===== src/rtl/reg_file_pkg.sv =====
// Shared defaults and helpers for the bypassing register file.
// Holds default widths, the zero-register address and the port-slice helper.
package reg_file_pkg;

  localparam int DEF_DATA_W = 32;
  localparam int DEF_ADDR_W = 5;
  localparam int ZERO_REG   = 0;

  localparam int MAX_N_RD   = 4;
  localparam int MAX_ADDR_W = 16;
  localparam int ADDR_BUS_W = MAX_N_RD * MAX_ADDR_W;

  // Returns port k's aw-bit address from a packed address bus,
  // zero-extended to MAX_ADDR_W so any instance width can share it.
  function automatic logic [MAX_ADDR_W-1:0] port_addr(
    input logic [ADDR_BUS_W-1:0] bus,
    input int                    k,
    input int                    aw
  );
    logic [ADDR_BUS_W-1:0] sh;
    logic [MAX_ADDR_W-1:0] mask;
    sh   = bus >> (k * aw);
    mask = (MAX_ADDR_W'(1) << aw) - MAX_ADDR_W'(1);
    return sh[MAX_ADDR_W-1:0] & mask;
  endfunction

endpackage


===== src/rtl/reg_file_scoreboard.sv =====
// Pending-write scoreboard: one busy bit per register.
// In: clk, reset, wr_en/waddr (retire), sb_set/sb_addr (issue), rd_addr; out: rd_busy.
module reg_file_scoreboard
  import reg_file_pkg::*;
#(
  parameter int ADDR_W = DEF_ADDR_W,
  parameter int N_RD   = 2
) (
  input  logic                   clk,
  input  logic                   reset,
  input  logic                   wr_en,
  input  logic [ADDR_W-1:0]      waddr,
  input  logic                   sb_set,
  input  logic [ADDR_W-1:0]      sb_addr,
  input  logic [N_RD*ADDR_W-1:0] rd_addr,
  output logic [N_RD-1:0]        rd_busy
);

  localparam int DEPTH = 2 ** ADDR_W;

  logic [DEPTH-1:0]      busy_q;
  logic [DEPTH-1:0]      busy_d;
  logic [ADDR_BUS_W-1:0] addr_bus;

  assign addr_bus = ADDR_BUS_W'(rd_addr);

  // Set is applied after clear so a newly issued producer wins.
  always_comb begin
    busy_d = busy_q;
    if (wr_en) busy_d[waddr] = 1'b0;
    if (sb_set) busy_d[sb_addr] = 1'b1;
    busy_d[ZERO_REG] = 1'b0;
  end

  always_ff @(posedge clk or posedge reset) begin
    if (reset) busy_q <= '0;
    else       busy_q <= busy_d;
  end

  // A same-cycle write-back hides the busy bit, matching the bypass.
  for (genvar k = 0; k < N_RD; k++) begin : g_port
    logic [ADDR_W-1:0] a;
    assign a = ADDR_W'(port_addr(addr_bus, k, ADDR_W));
    assign rd_busy[k] = busy_q[a] & ~(wr_en & (waddr == a));
  end

endmodule


===== src/rtl/reg_file_bypass.sv =====
// Multi-port integer register file with write bypass, zero reg and scoreboard.
// In: clk, reset, rd_addr, wr_en/r_type/wr_*_addr/wr_data, sb_set/sb_addr; out: rd_data, rd_busy.
module reg_file_bypass
  import reg_file_pkg::*;
#(
  parameter int DATA_W  = DEF_DATA_W,
  parameter int ADDR_W  = DEF_ADDR_W,
  parameter int N_RD    = 2,
  parameter int REG_OUT = 0
) (
  input  logic                   clk,
  input  logic                   reset,
  input  logic [N_RD*ADDR_W-1:0] rd_addr,
  output logic [N_RD*DATA_W-1:0] rd_data,
  output logic [N_RD-1:0]        rd_busy,
  input  logic                   wr_en,
  input  logic                   r_type,
  input  logic [ADDR_W-1:0]      wr_rt_addr,
  input  logic [ADDR_W-1:0]      wr_rd_addr,
  input  logic [DATA_W-1:0]      wr_data,
  input  logic                   sb_set,
  input  logic [ADDR_W-1:0]      sb_addr
);

  localparam int DEPTH = 2 ** ADDR_W;

  if (N_RD < 1 || N_RD > MAX_N_RD) begin : g_bad_n_rd
    $error("reg_file_bypass: N_RD must be in 1..4");
  end
  if (ADDR_W < 1 || ADDR_W > MAX_ADDR_W) begin : g_bad_addr_w
    $error("reg_file_bypass: ADDR_W out of range");
  end

  logic [ADDR_W-1:0]     waddr;
  logic                  wr_ok;
  logic                  sb_ok;
  logic [ADDR_BUS_W-1:0] addr_bus;

  assign waddr    = r_type ? wr_rd_addr : wr_rt_addr;
  assign wr_ok    = wr_en & (waddr != ADDR_W'(ZERO_REG));
  assign sb_ok    = sb_set & (sb_addr != ADDR_W'(ZERO_REG));
  assign addr_bus = ADDR_BUS_W'(rd_addr);

  logic [DATA_W-1:0] regs_q [DEPTH];
  logic [DATA_W-1:0] regs_d [DEPTH];

  always_comb begin
    regs_d = regs_q;
    if (wr_ok) regs_d[waddr] = wr_data;
  end

  always_ff @(posedge clk or posedge reset) begin
    if (reset) begin
      for (int i = 0; i < DEPTH; i++) regs_q[i] <= '0;
    end else begin
      regs_q <= regs_d;
    end
  end

  logic [N_RD-1:0] busy_sb;

  reg_file_scoreboard #(
    .ADDR_W (ADDR_W),
    .N_RD   (N_RD)
  ) u_sb (
    .clk     (clk),
    .reset   (reset),
    .wr_en   (wr_en),
    .waddr   (waddr),
    .sb_set  (sb_ok),
    .sb_addr (sb_addr),
    .rd_addr (rd_addr),
    .rd_busy (busy_sb)
  );

  logic [N_RD*DATA_W-1:0] data_c;
  logic [N_RD-1:0]        busy_c;

  // Combinational outputs are forced to 0 while reset is held so
  // a stray bypass during reset cannot leak through.
  for (genvar k = 0; k < N_RD; k++) begin : g_rd
    logic [ADDR_W-1:0] a;
    logic              byp;
    assign a   = ADDR_W'(port_addr(addr_bus, k, ADDR_W));
    assign byp = wr_ok & (waddr == a);
    assign data_c[k*DATA_W +: DATA_W] =
      reset                        ? '0      :
      byp                          ? wr_data :
      (a == ADDR_W'(ZERO_REG))     ? '0      :
      regs_q[a];
    assign busy_c[k] = busy_sb[k] & ~reset;
  end

  if (REG_OUT != 0) begin : g_reg_out
    logic [N_RD*DATA_W-1:0] rd_data_q;
    logic [N_RD*DATA_W-1:0] rd_data_d;
    logic [N_RD-1:0]        rd_busy_q;
    logic [N_RD-1:0]        rd_busy_d;

    always_comb begin
      rd_data_d = data_c;
      rd_busy_d = busy_c;
    end

    always_ff @(posedge clk or posedge reset) begin
      if (reset) begin
        rd_data_q <= '0;
        rd_busy_q <= '0;
      end else begin
        rd_data_q <= rd_data_d;
        rd_busy_q <= rd_busy_d;
      end
    end

    assign rd_data = rd_data_q;
    assign rd_busy = rd_busy_q;
  end else begin : g_comb_out
    assign rd_data = data_c;
    assign rd_busy = busy_c;
  end

endmodule


===== config.mk =====
export PLATFORM = sky130hd
export DESIGN_NAME = reg_file_bypass
export DESIGN_NICKNAME = d
export VERILOG_FILES = /design/src/rtl/reg_file_pkg.sv /design/src/rtl/reg_file_scoreboard.sv /design/src/rtl/reg_file_bypass.sv
export SDC_FILE = /design/constraint.sdc
export NUM_CORES = 2
export LEC_CHECK = 0
export BUFFER_PORTS_ARGS = -buffer_cell sky130_fd_sc_hd__buf_2
export CELL_PAD_IN_SITES_DETAIL_PLACEMENT = 1
export CELL_PAD_IN_SITES_GLOBAL_PLACEMENT = 1
export CORE_MARGIN = 2
export CORE_UTILIZATION = 50
export CTS_BUF_LIST = sky130_fd_sc_hd__clkbuf_8
export CTS_CLUSTER_DIAMETER = 40
export DETAILED_ROUTE_END_ITERATION = 8
export PLACE_DENSITY = 0.74
export SLEW_MARGIN = 20
export SYNTH_ARGS = -nofsm -noshare
export SYNTH_HDL_FRONTEND = slang
export SYNTH_SLANG_ARGS = --single-unit

===== constraint.sdc =====
create_clock -name clk -period 60.4 [get_ports clk]
set_clock_uncertainty 0.15 [all_clocks]
set_input_delay 3.02 -clock clk [delete_from_list [all_inputs] [get_ports clk]]
set_output_delay 3.02 -clock clk [all_outputs]
set_load 0.05 [all_outputs]

==> summary.md <==
| Metric | Value |
|---|---|
| Status | `completed` |
| Period minus WS final | `10.35 ns` |
| Final max-slew violation count | `0` |
| PwrDens | `36.2 nW/µm²` |
| Routed len/inst | `37.1 µm` |
| Least-Margin Pin Slew | `1.17 ns` |
| Worst min path class | `reg2reg` |
| Gr ovfl total | `0` |
| Gr usage total | `34.6%` |
| Synth Area in Compound Gates | `4.40%` |
| Yosys cell types | `48` |
| Clock tree buffer depth | `3` |
| Largest net degree at the start of global routing | `147` |
| Post-Synth Simple-Gate Area | `1.96%` |
| Worst Path Arrival | `7.18 ns` |
| Non-filler cells, final | `5207` |
| Top cell type's share of synthesized area | `47.5%` |
| WHS | `0.246 ns` |
| Post-CTS Hold Fix Bufs | `0` |
| Worst-path clk slew | `0.06 ns` |
| DR pass1 iterations | `5` |
| Post-Syn Area per Cell | `15.5 µm²` |
| Leakage power | `25.9 nW` |
| Synth area leader | `dfrtp_1` |
| Root buffer cell | `clkbuf_8` |
| Worst Slack Setup Final | `50.05 ns` |
| Synth top area cells | `dfrtp_1 48%, mux4_2 21%, mux2_2 20%` |
| Core Area | `110000 µm²` |
| Largest family of logic cells by synthesized area | `multiplexers` |
| Slew HR | `22.2%` |
| Die Y | `337 µm` |
| Flop and latch count out of synthesis | `1055` |
| Predominant post-synthesis flop cell | `dfrtp_1` |
| Worst R2R Start | `regs_q[107]` |
| CTS tree | `yes` |
| Io pins | `128` |
| Setup TNS | `0 ns` |
| Routed via count | `37100` |
| Final nets | `3633` |
| Syn Inst Count | `3593` |
| H-tree depth | `4` |
| Worst setup path end | `rd_data[2]` |
| Setup violators final | `0` |
| Antenna violation net count after detailed routing | `0` |
| CP required | `57.23 ns` |
| Worst IR Drop VDD | `0.0210 mV` |
| Synth async-reset ratio | `100%` |
| CP Launch Point | `rd_addr[2]` |
| CTS sink count | `1055` |
| Fmax | `0.0966 GHz` |
| Drt drc | `0` |
| TritonCTS Buffers | `186` |
| Vias per cell | `7.12` |
| Rows | `122` |
| Sequential share of the synthesized area | `47.5%` |
| Number of global-route vias before repair | `40200` |
| Final hold violations | `0` |
| Tcrit/Tclk final | `17.1%` |
| Syn_nets | `3655` |
| Master of the slowest instance on the critical path | `buf_4` |
| Xor/xnor share of the synthesized area | `0.158%` |
| Post-CTS Setup Bufs | `0` |
| Dpl ws | `49.91 ns` |
| CP startpoint kind | `input port` |
| Yosys warnings | `0` |
| Initial Util | `50.3%` |
| Mux contribution to synthesized area | `41.9%` |
| Adder-Cell Fraction of Synth Area | `0%` |
| CP endpoint kind | `primary output` |
| CTS resizes | `0` |
| Post-synth EDFFs | `0` |
| RSZ-0062 raised after global routing | `no` |
| Drt initial violations | `4165` |
| CP Cell Sequence | `buf_8, buf_4, buf_4, mux4_2, o22ai_1, nor4_1, a22o_1, buf_2` |
| Port Buf Inserts | `127` |
| Critical path fanouts, max | `101` |
| Most frequent CP cell | `buf_4` |
| DP Wirelength | `101 mm` |
| Slowest Stage Delay on Critical Path | `0.94 ns` |
| Area delta synth->final | `9.05%` |
| Reg-to-reg endpoint | `regs_q[107]` |
| Antenna violations before repair | `6` |
| Placed cell count | `4870` |
| Final WL | `193 mm` |
| Share of cells above drive strength 1 | `55.2%` |
| Die width | `337 µm` |
| First-pass GRT wire length | `283 mm` |
| Post-synthesis cell area | `55500 µm²` |
| Die footprint | `114000 µm²` |
| Maxcap violations | `0` |
| Reg2reg setup slack | `59.42 ns` |
| WS Path Type | `in2out` |
| Clk Latency, worst-skew pair | `0.86 ns` |
| R2R depth | `1` |
| Gpl congestion | `0.798` |
layout make-up:
cell class                 count  area [µm²]
sequential                  1055       26400
clock buffer                 236        3250
timing repair buffer         205        1310
antenna                        6        15.0
multi-input combinational   2088       27100
fill                       10100       49800
clock inverter                94         532
inverter                      35         144
tap                         1488        1860
registers in the layout, summed over array words and instances (netlist names):
signal / count
regs_q: 1024
u_sb.busy_q: 31
how the worst min path moves through the flow:
stage	from	end	cells past startpoint
2_1_floorplan	regs_q[1000]	regs_q[1000]	1
3_3_place_gp	regs_q[1016]	regs_q[1016]	0
3_5_place_dp	regs_q[1015]	regs_q[1015]	0
4_1_cts	regs_q[1015]	regs_q[1015]	0
5_1_grt	regs_q[1017]	regs_q[1017]	0
6_report	regs_q[1015]	regs_q[1015]	0
placed cells by master (no fill, tap or decap), drive strengths merged, types with 13 or more instances in the layout:
cell type / n
dfrtp: 1055
mux2: 994
mux4: 528
o22ai: 269
clkbuf: 236
buf: 205
inv: 85
nor4: 65
a22o: 64
nor2: 40
clkinv: 31
nand2: 28
o21ai: 17
mux2i: 13
power by group:
part | switching [W] | total [W] | internal [W]
clock network | 0.000307 | 0.000670 | 0.000363
registers | 0.000147 | 0.00103 | 0.000879
logic | 0.000197 | 0.000493 | 0.000296
total | 0.000651 | 0.00219 | 0.00154
synthesized netlist by cell type (2+ instances only):
master and count:
o21ai_0 16, nand4b_1 3, mux2_2 980, nand2b_1 5, nor2b_1 4, and3_1 3, clkbuf_1 202, xnor2_1 9
a22o_1 64, and2_1 2, inv_1 35, nor4_1 64, mux2i_1 10, mux2i_4 2, nand3b_1 5, nor2_1 11
buf_2 102, dfrtp_1 1055, buf_6 28, nand3_1 12, mux4_2 528, nor2_4 7, buf_4 65, nand2_1 25
mux2_1 14, buf_1 18, nor3b_1 2, o32ai_1 5, nor3_1 5, o22ai_1 269, nor2_2 22, or3_1 3
nand2_2 3
critical path, delay by kind of cell:
family          cells  cell delay [ns]
mux                 1             0.38
compound gates      2             0.44
simple gates        1             0.37
buf+inv             4             2.84
cells by family after synthesis:
kind of cell,Yosys count
mux,1535
flops,1055
simple gates,180
compound gates,363
xor+xnor,10
buf+inv,450
metrics by stage:
stage,utilization [%],power (W),instance area [µm²]
after floorplan,-,0.00138,55500
after global placement,51.4,0.00147,56700
after detailed placement,51.4,0.00152,56700
after CTS,54.8,0.00219,60500
after global routing,54.9,0.00228,60600
final,54.9,0.00219,60600
routing by layer:
layer,share of wire (%),vias to the layer above,GRT usage [%],wire length [µm]
met5,0.020,-,0,39
met3,8.9,637,7.97,17200
met4,5.8,2,18.5,11100
met1,38,20300,45.0,73100
li1,-,14100,-,-
met2,47,2100,54.3,91700
No activity file was read; power rests on OpenSTA's default activity.
